## src/rtl/multi_channel_dds.sv

```systemverilog
// N-channel DDS waveform generator: per-channel phase accumulator, burst counter and
// IDLE/RUN/DONE control, producing DC/sine/saw/triangle/square samples two clocks after a tick.
module multi_channel_dds #(
  parameter int unsigned NUM_CH  = 4,
  parameter int unsigned PHASE_W = 32,
  parameter int unsigned OUT_W   = 16,
  parameter int unsigned CYC_W   = 16,
  parameter int unsigned LUT_AW  = 10
) (
  input  logic                        clk_i,
  input  logic                        rst_i,
  input  logic                        sample_tick_i,
  input  logic [NUM_CH-1:0]           start_i,
  input  logic [NUM_CH-1:0]           stop_i,
  input  logic [NUM_CH*3-1:0]         mode_i,
  input  logic [NUM_CH*PHASE_W-1:0]   freq_word_i,
  input  logic [NUM_CH*PHASE_W-1:0]   phase_offs_i,
  input  logic [NUM_CH*16-1:0]        duty_i,
  input  logic [NUM_CH*OUT_W-1:0]     dc_level_i,
  input  logic [NUM_CH*CYC_W-1:0]     cycles_i,
  output logic [NUM_CH*LUT_AW-1:0]    lut_addr_o,
  input  logic [NUM_CH*OUT_W-1:0]     lut_data_i,
  output logic [NUM_CH*OUT_W-1:0]     wave_o,
  output logic [NUM_CH-1:0]           wave_valid_o,
  output logic [NUM_CH-1:0]           busy_o,
  output logic [NUM_CH-1:0]           done_o
);

  // Only the top OUT_W+1 phase bits feed any waveform, so only those are registered.
  localparam int unsigned PW = OUT_W + 1;
  localparam logic [OUT_W-1:0] MaxVal = {1'b0, {(OUT_W-1){1'b1}}};
  localparam logic [OUT_W-1:0] NegMax = {1'b1, {(OUT_W-2){1'b0}}, 1'b1};

  typedef enum logic [1:0] {StIdle, StRun, StDone} state_e;

  for (genvar c = 0; c < NUM_CH; c++) begin : g_ch
    state_e              state_q, state_d;
    logic [2:0]          mode_q, mode_d;
    logic [PHASE_W-1:0]  fw_q, fw_d, offs_q, offs_d, acc_q, acc_d;
    logic [15:0]         duty_q, duty_d;
    logic [OUT_W-1:0]    dc_q, dc_d, wave_q, wave_d;
    logic [CYC_W-1:0]    cyc_q, cyc_d, cnt_q, cnt_d;
    logic [PW-1:0]       p_q, p_d;
    logic [LUT_AW-1:0]   addr_q, addr_d;
    logic                s1_vld_q, s1_vld_d, s1_last_q, s1_last_d;
    logic                vld_q, vld_d, done_q, done_d, busy_q, busy_d;
    logic [PHASE_W:0]    sum;
    logic [OUT_W-1:0]    u, tri_v, smp;
    logic [OUT_W-2:0]    f;
    logic                wrap, tick_run, last;

    always_comb begin
      state_d   = state_q;
      mode_d    = mode_q;
      fw_d      = fw_q;
      offs_d    = offs_q;
      duty_d    = duty_q;
      dc_d      = dc_q;
      cyc_d     = cyc_q;
      acc_d     = acc_q;
      cnt_d     = cnt_q;
      p_d       = p_q;
      addr_d    = addr_q;
      wave_d    = wave_q;
      s1_vld_d  = 1'b0;
      s1_last_d = 1'b0;
      vld_d     = 1'b0;
      done_d    = 1'b0;

      sum      = {1'b0, acc_q} + {1'b0, fw_q};
      wrap     = sum[PHASE_W];
      tick_run = sample_tick_i && (state_q == StRun) && !start_i[c] && !stop_i[c];
      last     = tick_run && wrap && (cyc_q != '0) && ((cnt_q + CYC_W'(1)) == cyc_q);

      u = p_q[PW-1 -: OUT_W];
      f = p_q[PW-3 -: OUT_W-1];
      case (p_q[PW-1 -: 2])
        2'd0:    tri_v = {1'b0, f};
        2'd1:    tri_v = MaxVal - {1'b0, f};
        2'd2:    tri_v = '0 - {1'b0, f};
        default: tri_v = {1'b0, f} - MaxVal;
      endcase
      case (mode_q)
        3'd1:    smp = lut_data_i[c*OUT_W +: OUT_W];
        3'd2:    smp = {~u[OUT_W-1], u[OUT_W-2:0]};
        3'd3:    smp = tri_v;
        3'd4:    smp = (p_q[PW-1 -: 16] < duty_q) ? MaxVal : NegMax;
        default: smp = dc_q;
      endcase

      // Stop wins over a simultaneous start.
      if (stop_i[c]) begin
        state_d = StIdle;
      end else if (start_i[c]) begin
        state_d = StRun;
        mode_d  = mode_i[c*3 +: 3];
        fw_d    = freq_word_i[c*PHASE_W +: PHASE_W];
        offs_d  = phase_offs_i[c*PHASE_W +: PHASE_W];
        duty_d  = duty_i[c*16 +: 16];
        dc_d    = dc_level_i[c*OUT_W +: OUT_W];
        cyc_d   = cycles_i[c*CYC_W +: CYC_W];
        acc_d   = '0;
        cnt_d   = '0;
      end else if (tick_run) begin
        p_d       = PW'((acc_q + offs_q) >> (PHASE_W - PW));
        addr_d    = p_d[PW-1 -: LUT_AW];
        acc_d     = sum[PHASE_W-1:0];
        s1_vld_d  = 1'b1;
        s1_last_d = last;
        if (wrap && (cyc_q != '0)) cnt_d = cnt_q + CYC_W'(1);
        if (last) state_d = StDone;
      end

      // The final burst sample still drains; anything in flight at a stop is dropped.
      if (stop_i[c]) begin
        wave_d = '0;
      end else if (s1_vld_q) begin
        wave_d = smp;
        vld_d  = 1'b1;
        done_d = s1_last_q;
      end else if (state_q != StRun) begin
        wave_d = '0;
      end

      busy_d = (state_d == StRun);
    end

    always_ff @(posedge clk_i or posedge rst_i) begin
      if (rst_i) begin
        state_q   <= StIdle;
        mode_q    <= '0;
        fw_q      <= '0;
        offs_q    <= '0;
        duty_q    <= '0;
        dc_q      <= '0;
        cyc_q     <= '0;
        acc_q     <= '0;
        cnt_q     <= '0;
        p_q       <= '0;
        addr_q    <= '0;
        wave_q    <= '0;
        s1_vld_q  <= 1'b0;
        s1_last_q <= 1'b0;
        vld_q     <= 1'b0;
        done_q    <= 1'b0;
        busy_q    <= 1'b0;
      end else begin
        state_q   <= state_d;
        mode_q    <= mode_d;
        fw_q      <= fw_d;
        offs_q    <= offs_d;
        duty_q    <= duty_d;
        dc_q      <= dc_d;
        cyc_q     <= cyc_d;
        acc_q     <= acc_d;
        cnt_q     <= cnt_d;
        p_q       <= p_d;
        addr_q    <= addr_d;
        wave_q    <= wave_d;
        s1_vld_q  <= s1_vld_d;
        s1_last_q <= s1_last_d;
        vld_q     <= vld_d;
        done_q    <= done_d;
        busy_q    <= busy_d;
      end
    end

    assign lut_addr_o[c*LUT_AW +: LUT_AW] = addr_q;
    assign wave_o[c*OUT_W +: OUT_W]       = wave_q;
    assign wave_valid_o[c]                = vld_q;
    assign busy_o[c]                      = busy_q;
    assign done_o[c]                      = done_q;
  end

endmodule

```

## config.mk

```make
export PLATFORM = sky130hd
export DESIGN_NAME = multi_channel_dds
export DESIGN_NICKNAME = d
export VERILOG_FILES = /design/src/rtl/multi_channel_dds.sv
export SDC_FILE = /design/constraint.sdc
export NUM_CORES = 2
export LEC_CHECK = 0
export CORE_ASPECT_RATIO = 0.9
export CORE_MARGIN = 1.5
export CORE_UTILIZATION = 43
export DETAILED_ROUTE_END_ITERATION = 6
export DONT_BUFFER_PORTS = 1
export HOLD_SLACK_MARGIN = 0.1
export MAX_ROUTING_LAYER = met4
export PLACE_DENSITY_LB_ADDON = 0.2
export SLEW_MARGIN = 20
export SYNTH_ARGS = -nofsm -noshare
export SYNTH_HDL_FRONTEND = slang
export SYNTH_SLANG_ARGS = --single-unit
export TNS_END_PERCENT = 1
```

## constraint.sdc

```tcl
create_clock -name clk_i -period 54.9 [get_ports clk_i]
set_input_delay 5.49 -clock clk_i [delete_from_list [all_inputs] [get_ports clk_i]]
set_output_delay 5.49 -clock clk_i [all_outputs]
set_load 0.1 [all_outputs]
```

==> flow_results.org <==
** Routing
- Residual DRC count :: 0
- Average wire per standard cell :: around 20 um
- Via density :: around 5.6
- The routed layout has approximately 40,000 vias.
- Initial DRT Pass Iterations :: 6
- Iteration-0 DRC Markers :: between 3,000 and 4,000
- Remaining number of nets flagged by the antenna check after routing :: 0
- Sum of routed wire length over all layers :: between 100,000 and 150,000 um

** Die
- Overall die width :: 358 um
- In this run the count of I/O pins placed on the die edge is 651.
- In this run the vertical extent of the chip is 322 um.
- The die covers around 120,000 um^2.
- The floorplan has around 120 rows.
- The region available for standard cell placement spans 112,000 um^2.
- Effective utilization at floorplan :: a little over two fifths

** GRT
- Across every metal layer, demand over resource in global routing totals about a quarter.
- The first global-routing pass estimated ~230,000 um of wire.
- For met3 alone, demand over resource in global routing was under 10%.
- The layer flagged by global routing as most heavily used is met2.
- For met2 alone, demand over resource in global routing was about two fifths.
- The number of antenna violations at the first check in global routing is 32.
- Total congestion overflow after global routing :: 0
- Entering global routing, the biggest net connects between 150 and 200 pins.
- Met1 capacity usage during global routing :: ~34%
- The via count of the first global-routing pass is between 30,000 and 40,000.

** Critical path
- R2R Setup Slk :: just over 50 ns
- At the worst endpoint, the arrival time is 8.58 ns.
- STA classifies the critical path startpoint as an input pin.
- Number of cell instances on the worst register-to-register path :: 14
- The worst setup path is of the input pin to async pin kind.
- The worst setup path is captured at an async pin.
- Capturing point of the worst reg2reg path :: g_ch[0].cnt_q[4]$_DFFE_PP0P_
- At the worst endpoint, the required time is between 50 and 60 ns.
- Worst Path Max Fanout :: roughly 150
- In this run the critical register-to-register path is launched from g_ch[0].acc_q[0]$_DFFE_PP0P_.

** Synth
- Synth Warn # :: 0
- Simple-gate share of the synthesized area :: 21.1%
- Share of synthesized flip-flops with an asynchronous set or reset :: between 90% and 100%
- The synthesized netlist devotes around 8.4% of its cell area to adder and majority cells.
- Main combinational cell family by area after synthesis :: simple AND/OR/NAND/NOR gates
- Leading register cell type out of synthesis :: dfrtp_1
- Main area contributors after synthesis :: dfrtp_1 (42%), nand2_1 (13%), ha_1 (8.2%), o21ai_0 (5.4%), xnor2_1 (3.6%)
- Post-Synthesis Net Count :: roughly 6,700
- The synthesized netlist devotes between 15 and 20% of its cell area to compound gates.
- Proportion of synthesized chip area in sequential cells :: around two fifths
- The cell area that synthesis handed to floorplanning was 48,700 um^2.
- Synthesis inferred roughly 810 register bits.
- Xor/xnor cell area share of the yosys netlist :: under 10%
- The synthesized netlist contains 93 unique library cells.
- Count of mapped cells out of synthesis :: around 5,800
- Largest area contributor in the netlist :: dfrtp_1
- Synth top area share :: around two fifths
- A synthesized cell averages 8.37 um^2.
- In the synthesized netlist, mux cells make up 0.452% of the area.
- Number of synthesized flops with an enable pin :: 0

** STA
- Setup total negative slack :: 0 ns
- Timing would allow up to between 0.1 and 0.15 GHz.
- Final setup vio count :: 0
- Subtracting the final worst setup slack from the clock period gives between 7 and 8 ns.
- Final critical-path share of the clock period :: roughly 14%
- Worst slack on hold paths :: around 0.45 ns
- Setup repair after global routing left no endpoint under its margin.
- Least setup slack across all paths after layout :: approximately 47 ns
- Setup skew after layout :: 0.0265 ns
- Headroom to the max-slew limit came out at between 20% and 30%.
- The number of pins exceeding their max-slew limit in the final report came to 0.
- At the pin with the least slew margin, the transition time is between 1 and 1.5 ns.
- Total count of hold-check failures in the final report :: 0

** Layout
- Layout area overhead :: 8.74%
- Cells with a size suffix above 1 make up slightly above 5% of the layout.
- # nets final :: 6,511
- Filler Cells Inserted :: around 11,000

** Pwr
- Dividing total power by cell area gives a power density of 36.0 nW/um^2.
- Total power for the finished layout comes to between 0.0015 and 0.002 W.
- VDD sags by at most about 0.000026 V.
- Cell leakage power :: about 26 nW

** Clock tree
- Root cell of the clock tree :: clkbuf_16
- CTS tree :: yes
- Post-CTS repair changed the size of 0 cells.
- For the worst-skew pair, the clock arrives at the later sink with an insertion delay of around 0.73 ns.
- CTS Sinks :: 812
- Clock-pin slew reported for the worst setup and hold paths after clock tree synthesis :: approximately 0.060 ns
- Count of buffers added by post-CTS timing repair for setup :: 0
- CTS buffer count :: roughly 90
- CTS built an H-tree with a depth of 3.
- Buffers from clock root to sink, at most :: 3
- Post-cts hold buffer count :: 0

** Min path
- In this run the most critical hold path is launched from g_ch[2].s1_last_q$_DFF_PP0_.
- Counting instances, the worst hold path has a depth of 1.
- The worst hold path terminates at g_ch[2].done_q$_DFF_PP0_.
- Tightest Hold Check Type :: flip-flop to flip-flop

** Placed design
- HPWL reported at the end of detailed placement :: between 100,000 and 150,000 um
- OpenSTA, run right after detailed placement, puts the worst setup slack at 46.14 ns.
- Buffers placed on the I/O ports in this run total 0.
- Routability-driven placement finished with a final weighted congestion of between 0.9 and 1.

** Run
- Number of violations of the max-capacitance limit :: 0

** Status
- The run finished with clean final reports.
==> power by group <==
part           internal [W]  switching [W]
Sequential         0.000665      0.0000857
Clock              0.000367       0.000262
Combinational      0.000186       0.000343
==> registers in the layout, indices dropped and copies added, names as in the netlist <==
signal          count
g_ch.fw_q         128
g_ch.vld_q          4
g_ch.state_q        8
g_ch.wave_q        64
g_ch.cnt_q         64
g_ch.mode_q        12
g_ch.busy_q         4
g_ch.cyc_q         64
g_ch.duty_q        64
g_ch.done_q         4
g_ch.acc_q        128
g_ch.s1_vld_q       4
g_ch.dc_q          64
g_ch.p_q           68
g_ch.offs_q       128
g_ch.s1_last_q      4
==> metrics by stage <==
stage	util, %	cells	area, um^2
6_report	47.4	7227	53000
5_1_grt	47.4	7223	53000
4_1_cts	47.3	7193	52800
3_5_place_dp	44.5	7031	49800
3_3_place_gp	44.5	7031	49800
2_1_floorplan	-	5824	48700
==> synth_stat cells (11+ instances only) <==
cell type	n
nand2_1	1646
dfrtp_1	812
o21ai_0	524
ha_1	320
a21oi_1	301
clkbuf_1	257
nor2_1	220
xnor2_1	198
inv_1	176
nand3_1	143
xor2_1	127
a21o_1	105
nor3_1	69
o31ai_1	61
nand2b_1	57
o21a_1	57
buf_4	52
nor2b_1	45
nand4_1	43
and3_1	42
a31oi_1	37
nor4_1	34
a211oi_1	33
o21bai_1	33
a22oi_1	27
a221oi_1	25
a22o_1	23
buf_1	23
or3_1	20
o211ai_1	19
nor3b_1	16
and2_1	15
o221ai_1	14
o311ai_0	14
mux2i_1	13
a31o_2	11
nand3b_1	11
o21ai_1	11
==> worst max-delay path, stage by stage <==
cell	delay [ns]
inv_8	0.55
buf_12	0.66
buf_4	0.79
buf_4	0.82
==> worst max-delay path by stage <==
stage / start / cells past startpoint / to
finish: rst_i / 4 / g_ch[3].offs_q[4]$_DFFE_PP0P_
global route: rst_i / 4 / g_ch[3].dc_q[15]$_DFFE_PP0P_
CTS: rst_i / 4 / g_ch[3].duty_q[7]$_DFFE_PP0P_
detailed placement: rst_i / 4 / g_ch[3].p_q[16]$_DFFE_PP0P_
global placement: rst_i / 4 / g_ch[3].p_q[16]$_DFFE_PP0P_
floorplan: rst_i / 1 / g_ch[0].acc_q[0]$_DFFE_PP0P_
==> area by class of cell <==
cell class,count,area [um^2],share of cell area [%]
antenna,32,80.1,0.151
clock buffer,134,2770,5.22
clock inverter,28,294,0.555
inverter,180,683,1.29
multi-input combinational,4492,26400,49.8
sequential,812,20300,38.4
tap,1475,1850,3.48
timing repair buffer,74,608,1.15
==> placed cells by master (no fill, tap or decap), types with 22 or more instances in the layout <==
| cell | n |
|---|---|
| a211oi_1 | 33 |
| a21o_1 | 105 |
| a21oi_1 | 300 |
| a221oi_1 | 25 |
| a22o_1 | 23 |
| a22oi_1 | 27 |
| a31oi_1 | 37 |
| and3_1 | 42 |
| buf_4 | 68 |
| clkbuf_16 | 96 |
| clkbuf_8 | 22 |
| dfrtp_1 | 807 |
| diode_2 | 32 |
| ha_1 | 320 |
| inv_1 | 175 |
| nand2_1 | 1642 |
| nand2b_1 | 55 |
| nand3_1 | 142 |
| nand4_1 | 43 |
| nor2_1 | 218 |
| nor2b_1 | 42 |
| nor3_1 | 69 |
| nor4_1 | 34 |
| o21a_1 | 57 |
| o21ai_0 | 524 |
| o21bai_1 | 32 |
| o31ai_1 | 61 |
| xnor2_1 | 196 |
| xor2_1 | 127 |
==> metal layers <==
layer / vias up / part of all wire [%]
li1: 19700 / -
met1: 19300 / 45
met2: 1188 / 45
met3: 245 / 7.5
met4: 0 / 2.6
met5: - / 0
==> cells by family after synthesis <==
family / count (synthesis)
AO/OA/AOI/OAI: 1415
buffers and inverters: 520
XOR/XNOR: 325
multiplexers: 21
adder cells (fa/ha/maj): 325
flip-flops: 812
AND/OR/NAND/NOR: 2406
Note: power is estimated with default switching activity, not from simulation.
